<file path="src/rtl/lfsr_seq_gen.sv">
// lfsr_seq_gen: runs a configurable LFSR for a requested number of steps,
// streaming each new value with a valid strobe and pulsing done at the end.
// Optional feature macro: LFSR_GALOIS_MODE_EN enables Galois stepping
// (selected per run by mode); without it every run uses Fibonacci stepping.
module lfsr_seq_gen #(
  parameter int unsigned WIDTH = 16,
  parameter int unsigned CNT_W = 16
) (
  input  logic             wb_clk_i,
  input  logic             wb_rst_i,
  input  logic             start,
  input  logic [WIDTH-1:0] taps,
  input  logic [WIDTH-1:0] seed,
  input  logic [CNT_W-1:0] seq_num,
  input  logic             mode,
  output logic [WIDTH-1:0] num,
  output logic             valid,
  output logic             busy,
  output logic             done,
  output logic             err
);

  typedef enum logic [1:0] {
    IDLE = 2'd0,
    LOAD = 2'd1,
    RUN  = 2'd2,
    DONE = 2'd3
  } state_t;

  state_t           state;
  logic [WIDTH-1:0] taps_q;
  logic [WIDTH-1:0] seed_q;
  logic [CNT_W-1:0] seq_q;
  logic [CNT_W-1:0] cnt;
  logic [CNT_W-1:0] cnt_next;
  logic [WIDTH-1:0] fib_next;
  logic [WIDTH-1:0] step_next;

  // Counter never exceeds the captured target, so the increment cannot wrap.
  assign cnt_next = cnt + CNT_W'(1);

  // Fibonacci step: shift left, parity of tapped bits enters at the bottom.
  assign fib_next = {num[WIDTH-2:0], ^(num & taps_q)};

`ifdef LFSR_GALOIS_MODE_EN
  logic             mode_q;
  logic [WIDTH-1:0] galois_next;

  // Galois step: rotate left, fold taps in when the outgoing msb is set.
  assign galois_next = {num[WIDTH-2:0], num[WIDTH-1]} ^
                       (num[WIDTH-1] ? {taps_q[WIDTH-1:1], 1'b0} : '0);
  assign step_next   = mode_q ? galois_next : fib_next;

  // Mode is part of the per-run configuration snapshot.
  always_ff @(posedge wb_clk_i) begin
    if (wb_rst_i) begin
      mode_q <= 1'b0;
    end else if (state == IDLE && start) begin
      mode_q <= mode;
    end
  end
`else
  logic unused_mode;

  // Mode has no effect in a Fibonacci-only build.
  assign unused_mode = mode;
  assign step_next   = fib_next;
`endif

  // Sequencer FSM with registered outputs; config is snapshotted on start.
  always_ff @(posedge wb_clk_i) begin
    if (wb_rst_i) begin
      state  <= IDLE;
      taps_q <= '0;
      seed_q <= '0;
      seq_q  <= '0;
      cnt    <= '0;
      num    <= '0;
      valid  <= 1'b0;
      busy   <= 1'b0;
      done   <= 1'b0;
      err    <= 1'b0;
    end else begin
      valid <= 1'b0;
      done  <= 1'b0;
      case (state)
        IDLE: begin
          if (start) begin
            taps_q <= taps;
            seed_q <= seed;
            seq_q  <= seq_num;
            busy   <= 1'b1;
            state  <= LOAD;
          end
        end
        LOAD: begin
          num <= seed_q;
          cnt <= '0;
          err <= 1'b0;
          if (seed_q == '0) begin
            // All-zero state would lock up the register: flag and skip the run.
            err   <= 1'b1;
            done  <= 1'b1;
            busy  <= 1'b0;
            state <= DONE;
          end else if (seq_q == '0) begin
            done  <= 1'b1;
            busy  <= 1'b0;
            state <= DONE;
          end else begin
            state <= RUN;
          end
        end
        RUN: begin
          num   <= step_next;
          cnt   <= cnt_next;
          valid <= 1'b1;
          if (cnt_next == seq_q) begin
            done  <= 1'b1;
            busy  <= 1'b0;
            state <= DONE;
          end
        end
        DONE: begin
          state <= IDLE;
        end
        default: begin
          state <= IDLE;
        end
      endcase
    end
  end

endmodule

</file>
<file path="config.mk">
export PLATFORM = sky130hd
export DESIGN_NAME = lfsr_seq_gen
export DESIGN_NICKNAME = d
export VERILOG_FILES = /design/src/rtl/lfsr_seq_gen.sv
export SDC_FILE = /design/constraint.sdc
export NUM_CORES = 1
export LEC_CHECK = 0
export BUFFER_PORTS_ARGS = -buffer_cell sky130_fd_sc_hd__buf_2
export CORE_UTILIZATION = 48
export CTS_BUF_LIST = sky130_fd_sc_hd__clkbuf_8 sky130_fd_sc_hd__clkbuf_16
export CTS_CLUSTER_SIZE = 40
export DETAILED_ROUTE_END_ITERATION = 10
export PLACE_DENSITY = 0.72
export SYNTH_ARGS = -nofsm -noshare
export SYNTH_HDL_FRONTEND = slang
export SYNTH_SLANG_ARGS = --single-unit
</file>
<file path="constraint.sdc">
create_clock -name wb_clk_i -period 2.78 [get_ports wb_clk_i]
set_clock_uncertainty 0.05 [all_clocks]
set_input_delay 0.834 -clock wb_clk_i [delete_from_list [all_inputs] [get_ports wb_clk_i]]
set_output_delay 0.834 -clock wb_clk_i [all_outputs]
set_load 0.02 [all_outputs]
</file>
* Yosys cells after proc, flatten, opt, wreduce, memory -nomap -nowiden
Index checks and enable logic that the tools add are counted.
Word-level totals: register bits after elaboration 86, input bits 52, output and inout bits 20, word-level logic and storage cells 46
Operators by class: add/subtract/negate cells 1, equality and inequality tests 7, mux-type cells 18, bitwise logic cells 1, reduce and logical (&&, ||, !) cells 9
Operators with widths (count):
- $pmux W16 S2 | 2
- $logic_not A16 Y1 | 2
- $add A16 B1 Y16 const B | 1
- $and A16 B16 Y16 | 1
- $eq A16 B16 Y1 | 1
- $reduce_xor A16 Y1 | 1
- $mux W1 | 11
- $pmux W2 S4 | 1
- $eq A2 B2 Y1 const B | 2
- $mux W2 | 2
- $ne A2 B2 Y1 const B | 2
- $reduce_and A2 Y1 | 2
- $reduce_and A4 Y1 | 1
- $ne A3 B3 Y1 const B | 1
- $pmux W1 S3 | 1
- $reduce_bool A3 Y1 | 1
- $eq A2 B1 Y1 const B | 1
- $logic_not A2 Y1 | 1
- $pmux W1 S2 | 1
- $reduce_bool A2 Y1 | 1

* Longest topological paths before layout
depth in word-level cells 4, mapped depth 8

* Least setup slack after synthesis
No wires, ideal clock.
kind reg2reg, from register cnt[0], to register busy, setup time 0.123 ns, arrival time 2.595 ns, data required time 2.607 ns, setup slack 0.012 ns, stages on the path, launching flop included 9, buffers on the path 0, clock period less this slack 2.768 ns, path through dfxtp_1 ha_1 nand3_1 or4_1 xnor2_1 nor4_2 nand4_2 a211oi_1 mux2_1
On the way: word-level cells in the longest chain between the ends 4
RTL lines:
- start: declaration | line 34 | logic [CNT_W-1:0] cnt;
- start signal: assignment | line 116 | cnt <= cnt_next;
- $add A16 B1 Y16 | line 40 | assign cnt_next = cnt + CNT_W'(1);
- $eq A16 B16 Y1 | line 118 | if (cnt_next == seq_q) begin
- $ne A2 B2 Y1 (no line)
- $reduce_and A4 Y1 (no line)
- end signal: assignment | line 80 | busy <= 1'b0;
- end signal: assignment | line 108 | busy <= 1'b0;
- end signal: assignment | line 120 | busy <= 1'b0;
- end: declaration | line 18 | output logic busy,
Every way passes these cells. A chain may end at the register's enable or synchronous reset.

* Final worst setup path
from register cnt[9], to register state[0]
On the way: word-level cells in the longest chain between the ends 4
RTL lines:
- $add A16 B1 Y16 | line 40
- $eq A16 B16 Y1 | line 118
- $ne A2 B2 Y1 (no line)
- $reduce_and A2 Y1 (no line)
- end signal: assignment | line 121 | state <= DONE;
- end signal: assignment | line 125 | state <= IDLE;
- end signal: assignment | line 128 | state <= IDLE;
- end: declaration | line 30 | state_t state;
Every way passes these cells.

==> out/qor.yml <==
ys_seq_area_frac: 0.408
netlist_instances: 539
power.leakage_nw: 1.88
avgSynthCellArea_um2: 7.82
status: "completed"
ioPinCount: 72
grt_pass1_wl_um: 17200
criticalPathCategory: "reg -> reg"
drt_iter0_markers: 272
die_w_um: 95.7
n_fill_cell: 810
cap_violations: 0
fin_cells: 715
max_slew.worst_pin.slew_ns: 0.667
via_per_inst: 5.50
synth_common_cells: "nand2_1, dfxtp_1, a21oi_1, nor2_1, xnor2_1"
cts.sinks: 86
htreeDepth: 3
crit_path_end_kind: "flip-flop"
grt_remaining_overflow: 0
vdd_drop_max_v: 0.000525
syn-cell-area_um2: 4220
finish.instance_area_um2: 4900
period_share: 0.948
drive_gt1_frac: 0.200
fin_ws_ns: 0.145
hold_path.class: "reg -> reg"
synth-edff-count: 0
finalCriticalPeriod_ns: 2.64
fmax_mhz: 379
initial_utilization: 0.506
gp_congestion: 0.902
cts-root-buf: "clkbuf_8"
maxSlewViolCount: 0
vias: 3931
async_flop_share: 0
wl_um: 10200
core_um2: 8340
firstDrtPassIters: 4
drcViolationCount: 0
cp_max_fo: 7
dpl_cell_area_um2: 4710
yosysTopAreaCell: "dfxtp_1"
total_power_mw: 4.25
finalHoldWorstSlack_ns: 0.408
ys_ff_latch: 86
cts_made_buffers: 9
cp.arrival_ns: 2.86
multi_input_comb_area_um2: 2340
yosysMostFrequentCell: "nand2_1"
nets: 663
die_area_um2: 9160
clk_pin_slew_ns: 0.09
synthFlopType: "dfxtp_1"
worstSkewPairLatency_ns: 0.37
maxSlewHeadroom: 0.555
final_util: 0.588
grtUsageTotal: 0.241
n_antenna_cell: 0
crit_path_start_kind: "flip-flop"
dp_hpwl_um: 7340
syn-num-nets: 597
drtAntennaViolNets: 0
synth.distinct_cells: 45
grt_max_degree: 47
antenna_found_initial: 0
synthTopCellsByArea: "dfxtp_1, nand2_1, a21oi_1, xnor2_1, mux2i_1"
cts_tree: "yes"
finalHoldViolCount: 0
yosysWarnings: 0
regArea_um2: 1720
rsz0062_at_grt: "false"
rows: 33
cp.required_ns: 3.01
cts_max_path_buffers: 2
dp.cells: 699
first_global_vias: 3671
powerDensity_nw_per_um2: 866
synth_top_area_share: 0.408
io_buffers: 70
setup_viol: 0
area_growth_pct: 16.3
setup-tns-final_ns: 0
fp.dieH_um: 95.7
preCtsSetupSlack_ns: 0.00753
routedWlPerCell_um: 14.3
critical path, cell delays in order, from the launching register on:
cell,delay [ns]
dfxtp_1,0.50
nand4_4,0.13
buf_4,0.18
nor4_2,0.39
xnor2_1,0.14
nor4_2,0.33
nand4_2,0.15
buf_4,0.17
a211o_1,0.30
a221oi_2,0.21
kinds of logic after synthesis:
| group | Yosys count | share of synthesized area |
|---|---|---|
| AO/OA/AOI/OAI | 106 | 0.147 |
| adder cells (fa/ha/maj) | 6 | 0.0178 |
| multiplexers | 17 | 0.0407 |
| flip-flops | 86 | 0.408 |
| AND/OR/NAND/NOR | 244 | 0.269 |
| XOR/XNOR | 37 | 0.0769 |
| buffers and inverters | 43 | 0.0412 |
timing repair:
item,CTS,global route
pin swaps,0,3
setup endpoints to repair,1,3
hold buffers,0,0
buffers inserted,0,0
resized for setup,2,3
power breakdown:
part / internal, mW / total, mW / leakage (nW) / switching, mW
clock: 0.335 / 0.830 / 0.0842 / 0.495
combinational: 0.651 / 1.75 / 1.09 / 1.10
sequential: 1.46 / 1.67 / 0.704 / 0.208
total: 2.45 / 4.25 / 1.88 / 1.80
area by class of cell:
class,count,share of cell area
clock buffers,9,0.0253
clock inverters,7,0.0115
inverters,7,0.00536
multi-input cells,410,0.476
flip-flops and latches,86,0.351
well taps,105,0.0268
repair buffers,91,0.104
layer usage:
metal,wire length (um),vias up,track usage
li1,-,1963,-
met1,4590,1834,0.308
met2,4860,112,0.402
met3,514,22,0.0355
met4,278,0,0.107
met5,0,-,0
final timing paths:
kind              from   endpoint  slack [ns]  depth (start not counted)
max             cnt[9]   state[0]        0.14                          9
min          taps_q[5]  taps_q[5]        0.41                          2
max reg2reg     cnt[9]   state[0]        0.14                          9
min reg2reg  taps_q[5]  taps_q[5]        0.41                          2
layout by cell type, fill, tap and decap left out, types with 3 or more instances in the layout:
cell / n
a211oi_1: 17
a21oi_1: 69
and3_1: 3
buf_2: 70
buf_4: 21
clkbuf_8: 9
clkinvlp_4: 3
dfxtp_1: 85
ha_1: 5
inv_1: 7
mux2i_1: 16
nand2_1: 141
nand2b_1: 3
nand3_1: 10
nand4_1: 4
nor2_1: 38
nor3_1: 10
nor4_1: 10
o21ai_0: 9
or3_1: 6
xnor2_1: 26
xor2_1: 11
state kept, by name, indices dropped and copies added (netlist names):
register	flops
busy	1
cnt	16
done	1
err	1
num	16
seed_q	16
seq_q	16
state	2
taps_q	16
valid	1
Note: power is estimated with default switching activity, not from simulation.
